$ cat src/rtl/lock_pkg.sv
// Shared types and constants for the lock_ctrl access sequencer.
// Latency: n/a (package only).
// Backpressure: n/a (package only).
package lock_pkg;

   typedef enum logic [1:0] {
      IDLE    = 2'd0,
      UNLOCK  = 2'd1,
      DENY    = 2'd2,
      LOCKOUT = 2'd3
   } lock_state_t;

   // Enabled cycles between alarm toggles while locked out.
   localparam int ALARM_TOGGLE_CYCLES = 4;

   // Largest of three window lengths; sizes the shared down-counter.
   function automatic int lock_max3(input int a, input int b, input int c);
      int m;
      m = a;
      if (b > m) m = b;
      if (c > m) m = c;
      return m;
   endfunction

endpackage

$ cat src/rtl/lock_timer.sv
// Loadable down-counter that times the UNLOCK/DENY/LOCKOUT windows.
// Latency: load/decrement take effect at the next edge; o_expire is combinational.
// Backpressure: none; i_en low freezes the count.
module lock_timer #(
   parameter int W = 4
) (
   input  logic         i_clk,
   input  logic         i_rst,
   input  logic         i_en,
   input  logic         i_load,
   input  logic [W-1:0] i_load_val,
   input  logic         i_clear,
   output logic [W-1:0] o_value,
   output logic         o_expire
);

   logic [W-1:0] r_value;

   // Load wins over clear, clear over decrement; the count saturates at zero.
   always_ff @(posedge i_clk) begin
      if (i_rst) begin
         r_value <= '0;
      end else if (i_en) begin
         if (i_load) begin
            r_value <= i_load_val;
         end else if (i_clear) begin
            r_value <= '0;
         end else if (r_value != '0) begin
            r_value <= r_value - 1'b1;
         end
      end
   end

   assign o_value  = r_value;
   assign o_expire = i_en && (r_value == W'(1));

endmodule

$ cat src/rtl/lock_ctrl.sv
// Door-unlock sequencer: timed unlock, deny indication and lockout after repeated failures.
// Latency: one registered stage; an attempt sampled at edge k drives outputs from edge k.
// Backpressure: none; attempts outside IDLE or with i_en low are dropped.
// Optional build macro LOCK_ALARM_EN adds a toggling lockout alarm; otherwise o_alarm is 0.
module lock_ctrl
   import lock_pkg::*;
#(
   parameter int UNLOCK_CYCLES  = 8,
   parameter int DENY_CYCLES    = 4,
   parameter int LOCKOUT_CYCLES = 16,
   parameter int MAX_FAILS      = 3
) (
   input  logic                           i_clk,
   input  logic                           i_rst,
   input  logic                           i_en,
   input  logic                           i_attempt_done,
   input  logic                           i_access_granted,
   input  logic                           i_relock,
   output logic                           o_unlock,
   output logic                           o_led_green,
   output logic                           o_led_red,
   output logic                           o_lockout,
   output logic [$clog2(MAX_FAILS+1)-1:0] o_fail_count,
   output logic                           o_alarm
);

   localparam int TMAX = lock_max3(UNLOCK_CYCLES, DENY_CYCLES, LOCKOUT_CYCLES);
   localparam int TW   = $clog2(TMAX + 1);
   localparam int FW   = $clog2(MAX_FAILS + 1);

   localparam logic [TW-1:0] C_UNLOCK  = TW'(UNLOCK_CYCLES);
   localparam logic [TW-1:0] C_DENY    = TW'(DENY_CYCLES);
   localparam logic [TW-1:0] C_LOCKOUT = TW'(LOCKOUT_CYCLES);
   localparam logic [FW-1:0] C_MAXF    = FW'(MAX_FAILS);
   localparam logic [FW-1:0] C_LAST    = FW'(MAX_FAILS - 1);

   lock_state_t   r_state;
   logic          r_unlock;
   logic          r_led_green;
   logic          r_led_red;
   logic          r_lockout;
   logic [FW-1:0] r_fail_count;

   logic          w_accept;
   logic          w_last_fail;
   logic          w_lock_entry;
   logic          w_relock;
   logic          w_load;
   logic [TW-1:0] w_load_val;
   logic [TW-1:0] w_timer_value;
   logic          w_timer_zero;
   logic          w_expire;

   // Decode the accepted attempt and the timer load value for this cycle.
   always_comb begin
      w_accept     = i_en && (r_state == IDLE) && i_attempt_done;
      w_last_fail  = (r_fail_count == C_LAST);
      w_lock_entry = w_accept && !i_access_granted && w_last_fail;
      w_relock     = i_en && (r_state == UNLOCK) && i_relock;
      w_load       = w_accept;
      w_load_val   = C_DENY;
      if (i_access_granted) begin
         w_load_val = C_UNLOCK;
      end else if (w_last_fail) begin
         w_load_val = C_LOCKOUT;
      end
      // A timed state with an empty timer can only come from corruption; leave it.
      w_timer_zero = (w_timer_value == '0);
   end

   lock_timer #(
      .W (TW)
   ) u_timer (
      .i_clk      (i_clk),
      .i_rst      (i_rst),
      .i_en       (i_en),
      .i_load     (w_load),
      .i_load_val (w_load_val),
      .i_clear    (w_relock),
      .o_value    (w_timer_value),
      .o_expire   (w_expire)
   );

   // Main sequencer: state, status outputs and failure counter move together.
   always_ff @(posedge i_clk) begin
      if (i_rst) begin
         r_state      <= IDLE;
         r_unlock     <= 1'b0;
         r_led_green  <= 1'b0;
         r_led_red    <= 1'b0;
         r_lockout    <= 1'b0;
         r_fail_count <= '0;
      end else if (i_en) begin
         case (r_state)
            IDLE: begin
               if (i_attempt_done) begin
                  if (i_access_granted) begin
                     r_state      <= UNLOCK;
                     r_unlock     <= 1'b1;
                     r_led_green  <= 1'b1;
                     r_fail_count <= '0;
                  end else if (w_last_fail) begin
                     r_state      <= LOCKOUT;
                     r_led_red    <= 1'b1;
                     r_lockout    <= 1'b1;
                     r_fail_count <= C_MAXF;
                  end else begin
                     r_state      <= DENY;
                     r_led_red    <= 1'b1;
                     r_fail_count <= r_fail_count + 1'b1;
                  end
               end
            end
            UNLOCK: begin
               if (i_relock || w_expire || w_timer_zero) begin
                  r_state     <= IDLE;
                  r_unlock    <= 1'b0;
                  r_led_green <= 1'b0;
               end
            end
            DENY: begin
               if (w_expire || w_timer_zero) begin
                  r_state   <= IDLE;
                  r_led_red <= 1'b0;
               end
            end
            LOCKOUT: begin
               if (w_expire || w_timer_zero) begin
                  r_state      <= IDLE;
                  r_led_red    <= 1'b0;
                  r_lockout    <= 1'b0;
                  r_fail_count <= '0;
               end
            end
            default: begin
               r_state     <= IDLE;
               r_unlock    <= 1'b0;
               r_led_green <= 1'b0;
               r_led_red   <= 1'b0;
               r_lockout   <= 1'b0;
            end
         endcase
      end
   end

`ifdef LOCK_ALARM_EN
   localparam int ACW = $clog2(ALARM_TOGGLE_CYCLES);

   logic           r_alarm;
   logic [ACW-1:0] r_alarm_cnt;

   // Alarm rises on lockout entry, toggles every few enabled cycles, drops on exit.
   always_ff @(posedge i_clk) begin
      if (i_rst) begin
         r_alarm     <= 1'b0;
         r_alarm_cnt <= '0;
      end else if (i_en) begin
         if (w_lock_entry) begin
            r_alarm     <= 1'b1;
            r_alarm_cnt <= '0;
         end else if (r_state == LOCKOUT && !(w_expire || w_timer_zero)) begin
            if (r_alarm_cnt == ACW'(ALARM_TOGGLE_CYCLES - 1)) begin
               r_alarm     <= ~r_alarm;
               r_alarm_cnt <= '0;
            end else begin
               r_alarm_cnt <= r_alarm_cnt + 1'b1;
            end
         end else begin
            r_alarm     <= 1'b0;
            r_alarm_cnt <= '0;
         end
      end
   end

   assign o_alarm = r_alarm;
`else
   logic w_unused_entry;
   assign w_unused_entry = w_lock_entry;
   assign o_alarm        = 1'b0;
`endif

   assign o_unlock     = r_unlock;
   assign o_led_green  = r_led_green;
   assign o_led_red    = r_led_red;
   assign o_lockout    = r_lockout;
   assign o_fail_count = r_fail_count;

endmodule

$ cat config.mk
export PLATFORM = sky130hd
export DESIGN_NAME = lock_ctrl
export DESIGN_NICKNAME = d
export VERILOG_FILES = /design/src/rtl/lock_pkg.sv /design/src/rtl/lock_timer.sv /design/src/rtl/lock_ctrl.sv
export SDC_FILE = /design/constraint.sdc
export NUM_CORES = 1
export LEC_CHECK = 0
export BUFFER_PORTS_ARGS = -buffer_cell sky130_fd_sc_hd__buf_2
export CORE_MARGIN = 8
export CORE_UTILIZATION = 40
export DETAILED_ROUTE_END_ITERATION = 8
export PLACE_DENSITY = 0.72
export RECOVER_POWER = 100
export SYNTH_ARGS = -nofsm -noshare
export SYNTH_HDL_FRONTEND = slang
export SYNTH_SLANG_ARGS = --single-unit
$ cat constraint.sdc
create_clock -name i_clk -period 2.1 [get_ports i_clk]
set_input_delay 0.105 -clock i_clk [delete_from_list [all_inputs] [get_ports i_clk]]
set_output_delay 0.105 -clock i_clk [all_outputs]
set_load 0.05 [all_outputs]
Yosys cells after proc, flatten, opt, wreduce, memory -nomap -nowiden:

Cells that the tools add are included.

* bits in registers: 12
* bits of input ports: 6
* output and inout bits: 7
* logic and storage cells: 69

* add/sub/neg operators: 2
* eq/ne operators: 12
* multiplexer cells: 27
* reductions and logical operators: 22

Operators by type and width (number)
* 5-bit two-way mux: 5
* 2-bit two-way mux: 7
* 1-bit two-way mux: 10
* 2-bit != test (second input constant): 5
* 5-bit AND reduction: 2
* 4-bit AND reduction: 2
* 2-bit equality test (second input constant): 3
* 1-bit one-hot mux with 2 select lines: 3
* 2-bit one-hot mux with 3 select lines: 1
* 6-bit AND reduction: 1
* 2-bit nonzero test: 3
* 5-bit by 1-bit equality test with 1-bit output (second input constant): 1
* 1-bit logical AND: 5
* 5-bit logical NOT: 1
* 5-bit nonzero test: 1
* 5-bit by 1-bit subtractor with 5-bit output (second input constant): 1
* 2-bit by 1-bit != test with 1-bit output (second input constant): 2
* 2-bit one-hot mux with 2 select lines: 1
* 1-bit logical OR: 3
* 3-bit nonzero test: 1
* 2-bit by 1-bit adder with 2-bit output (second input constant): 1
* 2-bit by 1-bit equality test with 1-bit output (second input constant): 1
* 2-bit logical NOT: 1
* 2-bit AND reduction: 1
* 2-bit OR reduction: 1

Logic depth before layout (Yosys ltp):

Gate-level depths: netlist (run 1).

* depth after elaboration: 6
* mapped depth: 6
* mapped depth without buffers: 6

By module:

Synthesis (run 1) repeated with hierarchy kept, for this count alone.

* cells, all modules: 103
* area total of the unflattened synthesis: 827.0 um^2

By module, submodules not included
* lock_ctrl: instances 1, cells an instance 59, area each 462.9 um^2, sequential area each 140.1 um^2
* lock_timer: instances 1, cells an instance 44, area each 364.1 um^2, sequential area each 100.1 um^2

Worst setup path before layout (run 1):

Ideal clock, no wire load.

* path kind: reg-to-reg
* start point: register u_timer.r_value[4], in the netlist u_timer.o_value[4]
* end point: register r_fail_count[0], in the netlist o_fail_count[0]
* setup time: 0.134 ns
* data arrival time: 1.315 ns
* data required time: 1.966 ns
* path slack: 0.651 ns
* stages on the path, launching flop included: 6
* buffers on the path: 1
* period minus slack after synthesis: 1.449 ns
* cell sequence: dfxtp_1 -> or3_1 -> buf_2 -> o32a_1 -> nor3_1 -> a211oi_1

* cells in the longest elaborated chain, start to end: 5
* elaborated cells between the ends (all ways): 6
* classes of those cells: eq/ne: 2; reduce/logical: 4

RTL lines
* start: declaration: line lock_timer.sv:17 `logic [W-1:0] r_value;`
* start signal: assignment: line lock_timer.sv:25 `r_value <= i_load_val;`
* start signal: assignment: line lock_timer.sv:29 `r_value <= r_value - 1'b1;`
* 5-bit by 1-bit equality test with 1-bit output: line lock_timer.sv:35 `assign o_expire = i_en && (r_value == W'(1));`
* 1-bit logical AND: line lock_timer.sv:35
* 1-bit logical OR (*): line lock_ctrl.sv:128 `if (w_expire || w_timer_zero) begin`
* 2-bit != test (no line) (*)
* 4-bit AND reduction (no line) (*)
* end signal: assignment: line lock_ctrl.sv:110 `r_fail_count <= r_fail_count + 1'b1;`
* end: declaration: line lock_ctrl.sv:42 `logic [FW-1:0] r_fail_count;`

Mark *: on every way between the ends. The rest lies on a longest branch, timed or not.
A chain may end at the register's enable or synchronous reset.

Final worst setup path (run 1):

* start point: register u_timer.r_value[0], in the netlist u_timer.o_value[0]
* end point: register r_fail_count[0], in the netlist o_fail_count[0]

Same word-level chain as after synthesis.

==> results by stage, run 1 <==
Finish:
- Leaving out fill and tap cells, the most frequent cells in the layout are 12 x dfxtp_1, 9 x a21oi_1, 7 x inv_1.
- The fraction of final layout cells sized beyond drive strength 1 is 13.40%.
- Leaving out fill and tap cells, the most frequent cell in the layout is dfxtp_1.
- The filler-free cell count of the finished design is 114.
- In the final design database the tool counted 107 nets.
- The number of inserted diodes is 0.
- Compared with the post-synthesis result, the final layout area differs by 11.17%.
- Cells fill 46.22% of the core in the end.
- After filler insertion, the fill cell instance count of the layout stands at 166.

Floorplanning:
- Once the floorplan was initialized, standard cells occupied 41.57% of the core.
- The floorplan step set the die width to 57.67 um.
- The initialized floorplan defines 15 standard-cell rows.
- After floorplanning, the core was sized to cover 0.001670 mm^2.
- The floorplan step set the die height to 57.67 um.
- The die area is 0.003325 mm^2.
- The boundary pin count is 13.

Synth:
- The sequential area share after synthesis is 34.59%.
- The number of enable flip-flop cells after synthesis is 0.
- In this run the mean area of a mapped cell was 8.075 um^2.
- The area of the mapped netlist is 694.4 um^2.
- The post-synthesis net count is 95.
- The Yosys step of the flow raised 0 warnings.
- The async set-or-reset flop fraction in the synthesized netlist is 0%.
- The number of instances in the synthesized netlist is 86.
- The count of state elements after synthesis is 12.
- The distinct cell type count after synthesis is 38.
- Among all flip-flop cells after synthesis, the most frequent one is dfxtp_1.

Timing:
- The ratio of final minimum period to clock period is 78.18%.
- On the final layout, the worst clock skew is 0.003362 ns.
- The final max-slew violation count is 0.
- The worst slew margin relative to its limit is 59.70%.
- The post-route setup TNS is 0 ns.
- The maximum clock rate is 0.6091 GHz.
- Setup repair after global routing left no endpoint under its margin.
- The final worst-path setup slack is 0.4582 ns.
- The clock period minus worst slack is 1.642 ns.
- The measured slew at the worst slew-check pin is 0.6070 ns.
- The hold violation total from the final report is 0.
- The worst hold-check slack is 0.1553 ns.
- The setup violation total in the final timing report is 0.

Route:
- In the routed layout, each cell is associated on average with a via count of 5.675.
- The first-pass iteration count of the detailed router is 4.
- The detail-routed net length per standard cell is 13.39 um.
- Summed over all layers, the routed wires come to 1526 um.
- The overall via count from detail_route is 647.
- After the first detailed-routing iteration, the DRC count stood at 24.
- After detailed routing, the number of remaining DRC violations is 0.
- The remaining antenna violation count is 0.

Placed design:
- Once detailed placement completed, the half-perimeter wirelength came to 1136 um.
- At the end of routability-driven placement, the weighted congestion stood at 0.8857.
- The count of buffers added on input and output ports is 11.
- The placed instance count is 110.
- OpenSTA, run right after detailed placement, puts the worst setup slack at 0.5957 ns.

Critical path:
- The worst setup path is captured at a register.
- The type of origin of the critical path is a register.
- For the worst setup path, the data arrival time is 1.83 ns.
- The worst setup path is of the reg -> reg kind.
- The highest cell delay on the worst timing path is 0.37 ns.
- STA puts the critical path data required time at 2.29 ns.
- The largest fanout on the critical path is 6.
- The critical path goes through inv_1 -> ha_1 -> a21oi_1 -> o32a_1 -> nor3_1 -> a211oi_1.
- On the critical path, the stage with the largest delay is an instance of a21oi_1.

Global route:
- Entering global routing, the biggest net connects 13 pins.
- The global-route usage over all layers is 9.828%.
- The number of global-route vias before repair is 599.
- The first global-routing pass estimated 2566 um of wire.
- For this run the aggregate overflow at the end of global routing stands at 0.
- The initial antenna violation count is 0.

Power:
- Summed over all cells, the static leakage comes to 0.0002872 uW.
- Internal power comes to 413.6 uW.
- Dividing total power by cell area gives a power density of 817.8 mW/mm^2.
- Combinational logic is responsible for 28.7% of the overall power.
- In this run, the clock network consumes 29.6% of the power.
- The proportion of power drawn by flip-flops and latches is 41.7%.
- In this run switching power makes up 34.49% of total power.
- The net switching power figure is 217.8 uW.
- The worst-case IR drop observed on VDD is 0.2787 mV.

CTS:
- The post-CTS setup repair buffer count is 0.
- The number of resized instances in the post-cts repair step is 0.
- TritonCTS built the clock tree.
- The clock latency at the later pin of the worst-skew pair is 0.27 ns.
- The tree built by TritonCTS fans out to 12 sinks.
- In this run the number of H-tree levels came out at 1.
- The TritonCTS buffer count is 3.
- The root buffer cell is clkbuf_4.
- The clock-pin slew reported for the worst setup and hold paths after clock tree synthesis is 0.08 ns.
- The cts-stage hold buffer count is 0.
- The number of buffers on the longest clock path is 2.

Flow run:
- The number of maximum-capacitance constraint violations is 0.

Hold path:
- The tightest min-delay check is of the in -> reg type.

Status:
- The run finished with clean final reports.
layer usage:
metal	track usage, %	routed length [um]	vias up
li1	-	-	327
met1	11.01	677	290
met2	15.27	665	25
met3	3.311	142	5
met4	6.993	40	0
met5	0	0	-
stage by stage:
| stage | total power [uW] | cell area [um^2] |
|---|---|---|
| CTS | 638.5 | 783.3 |
| floorplan | 417.9 | 694.4 |
| global placement | 448.1 | 747.0 |
| finish | 631.3 | 772.0 |
| detailed placement | 453.1 | 747.0 |
| global route | 670.4 | 772.0 |
state kept, by name, indices dropped and copies added, names as in the netlist:
register         count
o_fail_count         2
o_led_green          1
o_led_red            1
o_lockout            1
r_state              2
u_timer.o_value      5
power by group through the flow:
stage,sequential [uW],clock (uW),combinational [uW]
after floorplan,279,0,139
after detailed placement,268,0,185
after global placement,267,0,181
after global routing,266,200,204
final,263,187,181
after CTS,263,188,187
critical path: cells and delay by family, from the launching register on:
| kind | cells | cell delay [ns] |
|---|---|---|
| adders and majority gates | 1 | 0.25 |
| buffers and inverters | 1 | 0.08 |
| AOI/OAI and AO/OA | 3 | 0.82 |
| DFF | 1 | 0.36 |
| and+or+nand+nor | 1 | 0.05 |
final timing paths:
kind	startpoint	endpoint	slack, ns	cells after the start
max	u_timer.o_value[0]	o_fail_count[0]	0.46	6
min	i_rst	u_timer.o_value[2]	0.16	2
max reg2reg	u_timer.o_value[0]	o_fail_count[0]	0.46	6
min reg2reg	u_timer.o_value[4]	u_timer.o_value[4]	0.49	2
cells by family after synthesis:
kind of cell	Yosys count	share of synthesized area, %
buf+inv	12	7.746
xor+xnor	1	1.261
flops	12	34.59
compound gates	29	28.65
simple gates	28	21.80
fa+ha+maj	3	5.406
other cells	1	0.5400
final cells by class:
type	instances	area, um^2	share of cell area [%]
timing repair buffer	11	47.55	6.159
inverter	8	30.03	3.890
multi-input combinational	62	396.6	51.38
tap	17	21.27	2.755
sequential	12	240.2	31.12
clock buffer	4	36.28	4.700
cell usage after synthesis (2+ instances only):
cell type,instances,share of area [%]
ha_1,3,5.4
nor2_1,5,2.7
a31oi_1,2,1.8
o21ai_1,2,1.4
dfxtp_1,12,35
o221ai_1,2,2.5
o211ai_1,2,2.2
buf_4,2,2.2
nand2b_1,6,5.4
nor3_1,3,2.2
or3_1,2,1.8
nand2_1,6,3.2
a21oi_1,8,5.8
inv_1,7,3.8
(Power assumes the default switching activity.)
==> run 2, diff against run 1 <==
--- a/config.mk
+++ b/config.mk
@@ -9,7 +9,7 @@
 export CORE_MARGIN = 8
 export CORE_UTILIZATION = 40
 export DETAILED_ROUTE_END_ITERATION = 8
-export PLACE_DENSITY = 0.72
+export PLACE_DENSITY = 0.74
 export RECOVER_POWER = 100
 export SYNTH_ARGS = -nofsm -noshare
 export SYNTH_HDL_FRONTEND = slang
==> constraint.sdc (replaced) <==
create_clock -name i_clk -period 1.4 [get_ports i_clk]
set_input_delay 0.07 -clock i_clk [delete_from_list [all_inputs] [get_ports i_clk]]
set_output_delay 0.07 -clock i_clk [all_outputs]
set_load 0.05 [all_outputs]
==> run 2 against run 1 <==
Combinational power rose by 100%. Critical path depth decreased by 2. Routed wire length increased by 8.5%. Largest cell class unchanged. Clock power rose by 14%. Core utilization up 5.0 points. Cell area is 11% higher.
==> results by stage, run 2 (synthesized netlist as in run 1, its figures left out) <==
Hold path:
- The worst hold path begins at i_relock.
- The number of instances on the worst hold path is 4.
- The type of the tightest min-delay check is in -> reg.

Critical path:
- The worst register-to-register path has a setup slack of 0.04 ns.
- The critical path class is reg -> reg.
- The worst setup path is launched from a register.
- The required time at the worst-slack endpoint is 1.56 ns.
- The number of cells traversed by the worst register-to-register path is 4.
- The capture point of the critical path is o_fail_count[1].
- The largest fanout on the critical path is 6.
- The origin of the critical flop-to-flop path is u_timer.o_value[3].
- The worst setup path startpoint is u_timer.o_value[3].
- The worst reg2reg path endpoint is o_fail_count[1].
- STA classifies the critical path endpoint as a register.
- The data arrival at the endpoint of the critical path is 1.52 ns.

Floorplanning:
- The number of core rows is 15.
- The die is 57.67 um wide.
- The standard cell core area is 0.001670 mm^2.
- In this run the count of I/O pins placed on the die edge is 13.
- The die area is 0.003325 mm^2.
- The initial cell density of the core is 41.57%.
- The overall die height is 57.67 um.

Timing:
- The hold violation total from the final report is 0.
- The setup violation total in the final timing report is 0.
- The final max-slew violation count came to 0.
- In this run the tightest slew margin relative to its limit is 60.15%.
- The ratio of final minimum period to clock period is 97.22%.
- For the pin with the worst max-slew slack, the measured transition is 0.6003 ns.
- Based on the critical path, the design can be clocked at up to 0.7347 GHz.
- The clock period minus worst slack is 1.361 ns.
- The worst setup skew after layout is 0.0007499 ns.
- Setup slack closes at 0.03898 ns.

Placed design:
- Routability-driven placement finished with a final weighted congestion of 0.8722.
- Before CTS, the worst setup slack after placement is -0.06430 ns.
- In this run the cell area measured after placement is 792.0 um^2.
- Buffers placed on the I/O ports in this run total 11.
- The half-perimeter wire length after detailed placement is 1149 um.

Power:
- Summed over all cells, the static leakage comes to 0.0003171 uW.
- Internal power comes to 631.9 uW.
- Of the total power, combinational logic draws 37.7%.
- VDD sags by at most 0.4296 mV.
- The share of total power dissipated in the clock network is 21.7%.
- Sequential cells account for 40.6% of the total power.
- In this run switching power makes up 35.76% of total power.
- The areal power density over the cells is 1149 mW/mm^2.
- The net switching power figure is 351.7 uW.
- The final total power is 983.6 uW.

Finish:
- Leaving out fill and tap cells, the most frequent cells in the layout are 10 x dfxtp_1, 7 x a21oi_1, 7 x buf_4.
- The most common cell after layout, fill and taps aside is dfxtp_1.
- After routing the design area is 855.8 um^2.
- The number of inserted diodes is 0.
- The register with the most flip-flops in the layout has 5 of them.
- The growth of design area from synthesis to finish is 23.24%.
- The net count of the finished layout is 114.
- Of the cells placed in the final design, the portion with a size suffix greater than 1 is 30.10%.

Route:
- The mean number of vias per cell is 5.617.
- The total length of routed wires is 1655 um.
- In this run, the number of DRC markers left after iteration 0 of detailed routing was 17.
- The overall via count from detail_route is 674.
- The detail-routed net length per standard cell is 13.79 um.
- The count of nets left with antenna violations once routing finished came out at 0.
- The pre-antenna-repair detailed-routing pass consisted of 4 iterations.
- After detailed routing, the number of remaining DRC violations is 0.

Global route:
- The total overflow left after global routing is 0.
- The first global-routing pass estimated 2470 um of wire.
- The number of global-route vias before repair is 585.
- The global-route usage over all layers is 9.651%.
- The initial antenna violation count is 0.
- Entering global routing, the biggest net connects 13 pins.

CTS:
- TritonCTS built the clock tree.
- The number of buffers on the longest clock path is 2.
- In this run the number of H-tree levels came out at 1.
- The root buffer cell is clkbuf_4.
- The clock drives 12 sinks.
- The cts-stage hold buffer count is 0.
- The clock latency at the later pin of the worst-skew pair is 0.27 ns.
- The clock-pin slew reported for the worst setup and hold paths after clock tree synthesis is 0.07 ns.
- In this run, CTS created clock tree buffers numbering 3.

Flow run:
- The number of maximum-capacitance constraint violations is 0.

Status:
- The run finished with clean final reports.
==> run 2: stage by stage <==
stage	hold slack, ns	instances	utilization (%)	TNS (ns)
detailed placement	0.3943	116	47.42	-0.08677
floorplan	0.1597	86	-	-0.05635
finish	0.1087	120	51.24	0
global placement	0.3887	116	47.42	0
global route	0.1066	120	51.24	-0.02817
CTS	0.09760	120	49.36	-0.01683
==> run 2: layer usage <==
metal  track usage [%]  wire (um)
met5                 0          0
met4             9.441         53
met3             2.208         89
met2             13.83        761
met1             11.41        751
==> run 2: cell type report <==
cell class / count / area, um^2
timing repair buffer: 18 / 100.1
tap: 17 / 21.27
inverter: 8 / 30.03
sequential: 12 / 242.7
clock buffer: 3 / 22.52
fill: 163 / 814.5
multi-input combinational: 62 / 439.2
==> run 2: power groups by stage <==
stage               registers, uW  clock network [uW]  logic [uW]
floorplan                     418                   0         218
global placement              398                   0         319
detailed placement            400                   0         323
CTS                           392                 222         337
global route                  403                 247         404
finish                        399                 214         371
==> run 2: worst min-delay path by stage <==
| stage | slack [ns] | to |
|---|---|---|
| 6_report | 0.11 | o_led_green |
| 5_1_grt | 0.11 | u_timer.o_value[3] |
| 4_1_cts | 0.1 | u_timer.o_value[3] |
| 3_5_place_dp | 0.39 | u_timer.o_value[3] |
| 3_3_place_gp | 0.39 | o_led_green |
| 2_1_floorplan | 0.16 | u_timer.o_value[1] |
==> run 2: worst max-delay path, stage by stage, from the launching register on <==
cell	delay, ns
dfxtp_1	0.37
or3_4	0.35
o32a_1	0.31
o21ai_1	0.14
a21oi_1	0.07
==> run 2: timing repair <==
action,in CTS,in global routing
pin swaps,2,3
setup endpoints to repair,3,8
gates resized for setup,1,13
buffers inserted,1,0
